<file path="config.mk">
export PLATFORM = sky130hd
export DESIGN_NAME = instruction_sequencer
export DESIGN_NICKNAME = d
export VERILOG_FILES = /design/src/rtl/instruction_sequencer.sv
export SDC_FILE = /design/constraint.sdc
export NUM_CORES = 1
export LEC_CHECK = 0
export ABC_AREA = 1
export CAP_MARGIN = 20
export CORE_UTILIZATION = 39
export CTS_CLUSTER_DIAMETER = 120
export DETAILED_ROUTE_END_ITERATION = 6
export PLACE_DENSITY = 0.75
export RECOVER_POWER = 100
export SLEW_MARGIN = 10
export SYNTH_ARGS = -nofsm -noshare
export SYNTH_HDL_FRONTEND = slang
export SYNTH_SLANG_ARGS = --single-unit
</file>
<file path="constraint.sdc">
create_clock -name clock -period 1.4 [get_ports clock]
set_clock_uncertainty 0.2 [all_clocks]
set_input_delay 0.28 -clock clock [delete_from_list [all_inputs] [get_ports clock]]
set_output_delay 0.28 -clock clock [all_outputs]
set_load 0.02 [all_outputs]
</file>
<file path="src/rtl/instruction_sequencer.sv">
// Instruction-cycle sequencer: steps the 8-phase cycle, latches OPR/OPA from the bus
// and decodes the accumulator/register/carry subset into single-clock datapath strobes.
module instruction_sequencer (
  input  logic       clock,
  input  logic       reset,
  input  logic [3:0] data,
  output logic [2:0] phase,
  output logic       sync,
  output logic       second_word,
  output logic       clear_carry,
  output logic       write_carry,
  output logic       clear_accumulator,
  output logic       write_accumulator,
  output logic       write_register,
  output logic [3:0] inst_operand,
  output logic [2:0] acc_input_sel,
  output logic [1:0] reg_input_sel,
  output logic [2:0] alu_op,
  output logic [1:0] alu_in0_sel,
  output logic [1:0] alu_in1_sel,
  output logic [1:0] alu_cin_sel
);

  typedef enum logic [2:0] {
    A1 = 3'd0, A2 = 3'd1, A3 = 3'd2, M1 = 3'd3,
    M2 = 3'd4, X1 = 3'd5, X2 = 3'd6, X3 = 3'd7
  } phase_t;

  localparam logic [2:0] ACC_REG = 3'd0, ACC_ALU = 3'd1, ACC_IMM = 3'd2,
                         ACC_CARRY = 3'd3, ACC_CARRY2 = 3'd4;
  localparam logic [1:0] REG_ACC = 2'd0, REG_ALU = 2'd1, REG_DATA = 2'd2;
  localparam logic [1:0] IN0_ACC = 2'd0, IN0_REG = 2'd1;
  localparam logic [1:0] IN1_REG = 2'd0, IN1_NOT_REG = 2'd1, IN1_ZERO = 2'd2;
  localparam logic [1:0] CIN_CARRY = 2'd1, CIN_NOT_CARRY = 2'd2, CIN_ONE = 2'd3;

  phase_t     state, state_next;
  logic [3:0] opr, opa;
  logic       is_fim;

  assign is_fim = (opr == 4'h2) && !opa[0];

  always_ff @(posedge clock) begin
    if (reset) state <= A1;
    else       state <= state_next;
  end

  always_comb begin
    state_next = phase_t'(state + 3'd1);
  end

  // During a FIM second word the bus carries the data byte, so opr/opa must hold.
  always_ff @(posedge clock) begin
    if (reset) begin
      opr         <= 4'h0;
      opa         <= 4'h0;
      second_word <= 1'b0;
    end else begin
      if (state == M1 && !second_word) opr <= data;
      if (state == M2 && !second_word) opa <= data;
      if (state == X3) second_word <= !second_word && is_fim;
    end
  end

  assign phase  = state;
  assign sync   = (state == X3);
  assign alu_op = 3'd0;

  always_comb begin
    clear_carry       = 1'b0;
    write_carry       = 1'b0;
    clear_accumulator = 1'b0;
    write_accumulator = 1'b0;
    write_register    = 1'b0;
    inst_operand      = opa;
    acc_input_sel     = ACC_REG;
    reg_input_sel     = REG_ACC;
    alu_in0_sel       = IN0_ACC;
    alu_in1_sel       = IN1_REG;
    alu_cin_sel       = 2'd0;
    if (second_word) begin
      // Data word goes straight into the pair: high nibble to R in M1, low nibble to R|1 in M2.
      if (state == M1 || state == M2) begin
        write_register = 1'b1;
        reg_input_sel  = REG_DATA;
        inst_operand   = {opa[3:1], state == M2};
      end
    end else if (state == X1) begin
      case (opr)
        4'h6: begin
          write_register = 1'b1;
          reg_input_sel  = REG_ALU;
          alu_in0_sel    = IN0_REG;
          alu_in1_sel    = IN1_ZERO;
          alu_cin_sel    = CIN_ONE;
        end
        4'h8, 4'h9: begin
          write_accumulator = 1'b1;
          write_carry       = 1'b1;
          acc_input_sel     = ACC_ALU;
          alu_in0_sel       = IN0_ACC;
          alu_in1_sel       = (opr == 4'h9) ? IN1_NOT_REG : IN1_REG;
          alu_cin_sel       = (opr == 4'h9) ? CIN_NOT_CARRY : CIN_CARRY;
        end
        4'hA: begin
          write_accumulator = 1'b1;
          acc_input_sel     = ACC_REG;
        end
        4'hB: begin
          write_accumulator = 1'b1;
          write_register    = 1'b1;
          acc_input_sel     = ACC_REG;
          reg_input_sel     = REG_ACC;
        end
        4'hD: begin
          write_accumulator = 1'b1;
          acc_input_sel     = ACC_IMM;
        end
        4'hF: begin
          case (opa)
            4'h0: begin
              clear_accumulator = 1'b1;
              clear_carry       = 1'b1;
            end
            4'h1: clear_carry = 1'b1;
            4'h2: begin
              write_accumulator = 1'b1;
              write_carry       = 1'b1;
              acc_input_sel     = ACC_ALU;
              alu_in0_sel       = IN0_ACC;
              alu_in1_sel       = IN1_ZERO;
              alu_cin_sel       = CIN_ONE;
            end
            4'h7: begin
              write_accumulator = 1'b1;
              acc_input_sel     = ACC_CARRY;
              clear_carry       = 1'b1;
            end
            4'h9: begin
              write_accumulator = 1'b1;
              acc_input_sel     = ACC_CARRY2;
              clear_carry       = 1'b1;
            end
            default: ;
          endcase
        end
        default: ;
      endcase
    end
  end

endmodule
</file>
==> results.md <==
- Of the synthesized area, sequential elements account for 26.8%.
- For this block, the initial DRC count from the detailed router was 15.
- The number of standard-cell rows in the floorplan is 16.
- The sum of overflow across all layers after global routing is 0.
- The H-tree depth is 1.
- STA classifies the critical path startpoint as a flop.
- The die is 49.9 um wide.
- The synthesized netlist devotes 0% of its cell area to XOR and XNOR gates.
- Summed over all failing endpoints, the final setup total negative slack is -8.88 ns.
- Synthesis instantiated 21 different standard cells from the library.
- After Yosys synthesis, full adders, half adders and majority gates account for 6.98% of the synthesized area.
- The critical path in this run is classified as flop to primary output.
- The final worst setup slack is -0.519 ns.
- The final hold violation count is 0.
- The flow ran to the end, but the final reports show violations.
- After detailed placement, the design holds a cell count of 217.
- The net count of the finished layout is 209.
- The reported max-cap violation count is 0.
- In the final routed layout, each cell accounts on average for 11.6 um.
- Clock-pin slew was measured on the worst setup and hold paths at 0.08 ns.
- The area fraction in and, or, nand and nor cells after synthesis is 38.7%.
- For the worst setup path, the data arrival time is 1.44 ns.
- Setup violations remaining at the end of the flow were counted as 27.
- The largest area contributor in the synthesized netlist is dfxtp_1.
- The clock period minus final worst setup slack is 1.92 ns.
- Compared with the post-synthesis result, the final layout area differs by 83.8%.
- The die is 49.9 um tall.
- In the layout the commonest cells are buf_4 (29), buf_6 (21), nand2_1 (18).
- The peak ir drop on the vdd network is 0.000565 V.
- Dividing total power by cell area gives a power density of 502 mW/mm2.
- TritonCTS built the clock tree.
- Setup repair after global routing could not meet its margin everywhere.
- The detail route stage leaves a number of antenna-violating nets equal to 0.
- The number of global-route vias before repair is 998.
- Sorting the synthesized cells by area gives the leading types as dfxtp_1 (27%), nand2_1 (13%), nor2_1 (8.0%).
- After detailed routing, the number of remaining DRC violations is 0.
- The worst hold path belongs to the class flop to flop.
- After floorplanning, the core was sized to cover 0.00206 mm2.
- Across every metal layer, demand over resource in global routing totals 22.2%.
- The first-pass detailed-route iteration total is 4.
- No sink is reached through more buffers than the 2 on the longest clock path.
- The clock root buffer master is clkbuf_4.
- Leaving out filler cells and counting taps, the final layout contains 224.
- The highest achievable clock rate is 0.521 GHz.
- In this run the cell area of the synthesized design comes to 896 um2.
- STA puts the critical path data required time at 0.92 ns.
- The worst-skew pair later-pin latency is 0.29 ns.
- The pin count of the biggest net entering global routing is 9.
- After detailed routing, the total wire length is 2590 um.
- Synthesis produced 141 cells.
- The detailed router placed 1063 vias in this run.
- The library cell used most frequently in the layout, excluding fill and tap cells, is buf_4.
- The number of top-level pins is 34.
- The count of pins over their slew limit came to 0.
- The initial antenna violation count was 0.
- At the end of routability-driven placement, the weighted congestion stood at 0.888.
- The leakage power of the design is 0.773 nW.
- The wire length of the first global-routing pass is 4090 um.
- The final critical path takes up 137% of the cycle.
- The largest family of logic cells by synthesized area is simple AND/OR/NAND/NOR gates.
- Clock tree synthesis found a total of 12 sinks.
- The largest fanout on the critical path is 6.
- Buffers inserted to repair hold after CTS numbered 0.
- The endpoint class of the critical path is a primary output.
- Cells with a size suffix above 1 make up 64.5% of the layout.
- In the routed layout, each cell is associated on average with a via count of 4.75.
- Each instance of the synthesized netlist takes up on average 6.35 um2.
- The die area is 0.00249 mm2.
- Clock tree synthesis inserted a total of 3 buffers.
- Summing the areas of all compound-gate instances in the mapped netlist gives 10.3% of the synthesized area.
- The effective utilization at floorplan is 43.4%.
- The half-perimeter wire length after detailed placement is 2010 um.
- Of the post-synthesis cell area, the part taken by muxes is 0%.
- The Yosys step of the flow raised 0 warnings.
- The checks that failed: negative setup slack.
- The number of diodes is 0.
- Cells fill 79.9% of the core in the end.
- During placement, the flow inserted port buffers numbering 29.
- Synthesis inferred 12 register bits.
- The fraction of post-synthesis cell area in the top cell type by area is 26.8%.
==> worst max-delay path, stage by stage (launching register included) <==
cell	delay (ns)
dfxtp_4	0.36
inv_4	0.06
ha_4	0.13
nand3_4	0.12
inv_6	0.12
nand2_8	0.07
nand2_4	0.08
nand2_2	0.05
inv_2	0.05
buf_6	0.11
==> timing repair <==
| item | 4_1_cts | 5_1_grt |
|---|---|---|
| setup endpoints to repair | 33 | 34 |
| pin swaps | 14 | 5 |
| buffers inserted | 1 | 2 |
| resized for setup | 155 | 22 |
==> metrics by stage <==
step | setup slack, ns | power [mW] | instance area [um2] | hold slack [ns]
after floorplan | -0.108 | 0.496 | 1010 | 0.158
after global placement | -0.642 | 0.576 | 1460 | 0.299
after detailed placement | -0.666 | 0.581 | 1460 | 0.313
after CTS | -0.511 | 0.822 | 1570 | 0.312
after global routing | -0.588 | 0.873 | 1650 | 0.324
final | -0.519 | 0.826 | 1650 | 0.314
==> layer usage <==
layer  track usage [%]  wire length, um  vias up
li1                  -                -      540
met1              20.7              994      486
met2              43.5             1440       32
met3              4.63              100        5
met4              12.4               55        0
met5                 0                0        -
==> report_power, final <==
group	switching [mW]	internal, mW
Combinational	0.110	0.101
Sequential	0.0271	0.356
Clock	0.128	0.104
Total	0.265	0.561
==> cells in the mapped netlist <==
library cell  count
a21oi_1          10
ha_1              5
o21a_1            1
and2_1            1
clkbuf_1          1
nor3_1            1
nand2_1          32
conb_1            1
dfxtp_1          12
nor2_4            2
nor2_1           19
nand3_2           2
inv_2             4
inv_1            18
nand3_1           9
a211oi_1          4
nand2_2           7
buf_4             8
o21ai_1           1
nor2_2            2
clkinv_1          1
==> logic make-up after synthesis <==
| logic type | after synthesis |
|---|---|
| fa+ha+maj | 5 |
| other cells | 1 |
| compound gates | 16 |
| flops | 12 |
| buf+inv | 32 |
| simple gates | 75 |
==> sequential cells by signal, indices dropped and copies added (netlist names) <==
name and flops:
second_word 1, phase 3, opa 4, opr 4
==> cell type report <==
type / instances / area (um2)
Multi-Input combinational cell: 100 / 698
Timing Repair Buffer: 58 / 522
Fill cell: 142 / 415
Sequential cell: 12 / 270
Inverter: 23 / 96.3
Tap cell: 27 / 33.8
Clock buffer: 3 / 22.5
Clock inverter: 1 / 3.75
==> final timing paths <==
path	startpoint	end	slack, ns	cells past startpoint
setup / recovery	phase[1]	alu_cin_sel[0]	-0.52	9
setup reg to reg	phase[0]	second_word	-0.20	7
hold reg to reg	opa[1]	opa[1]	0.31	2
hold / removal	opa[1]	opa[1]	0.31	2
No activity file was read; power rests on OpenSTA's default activity.
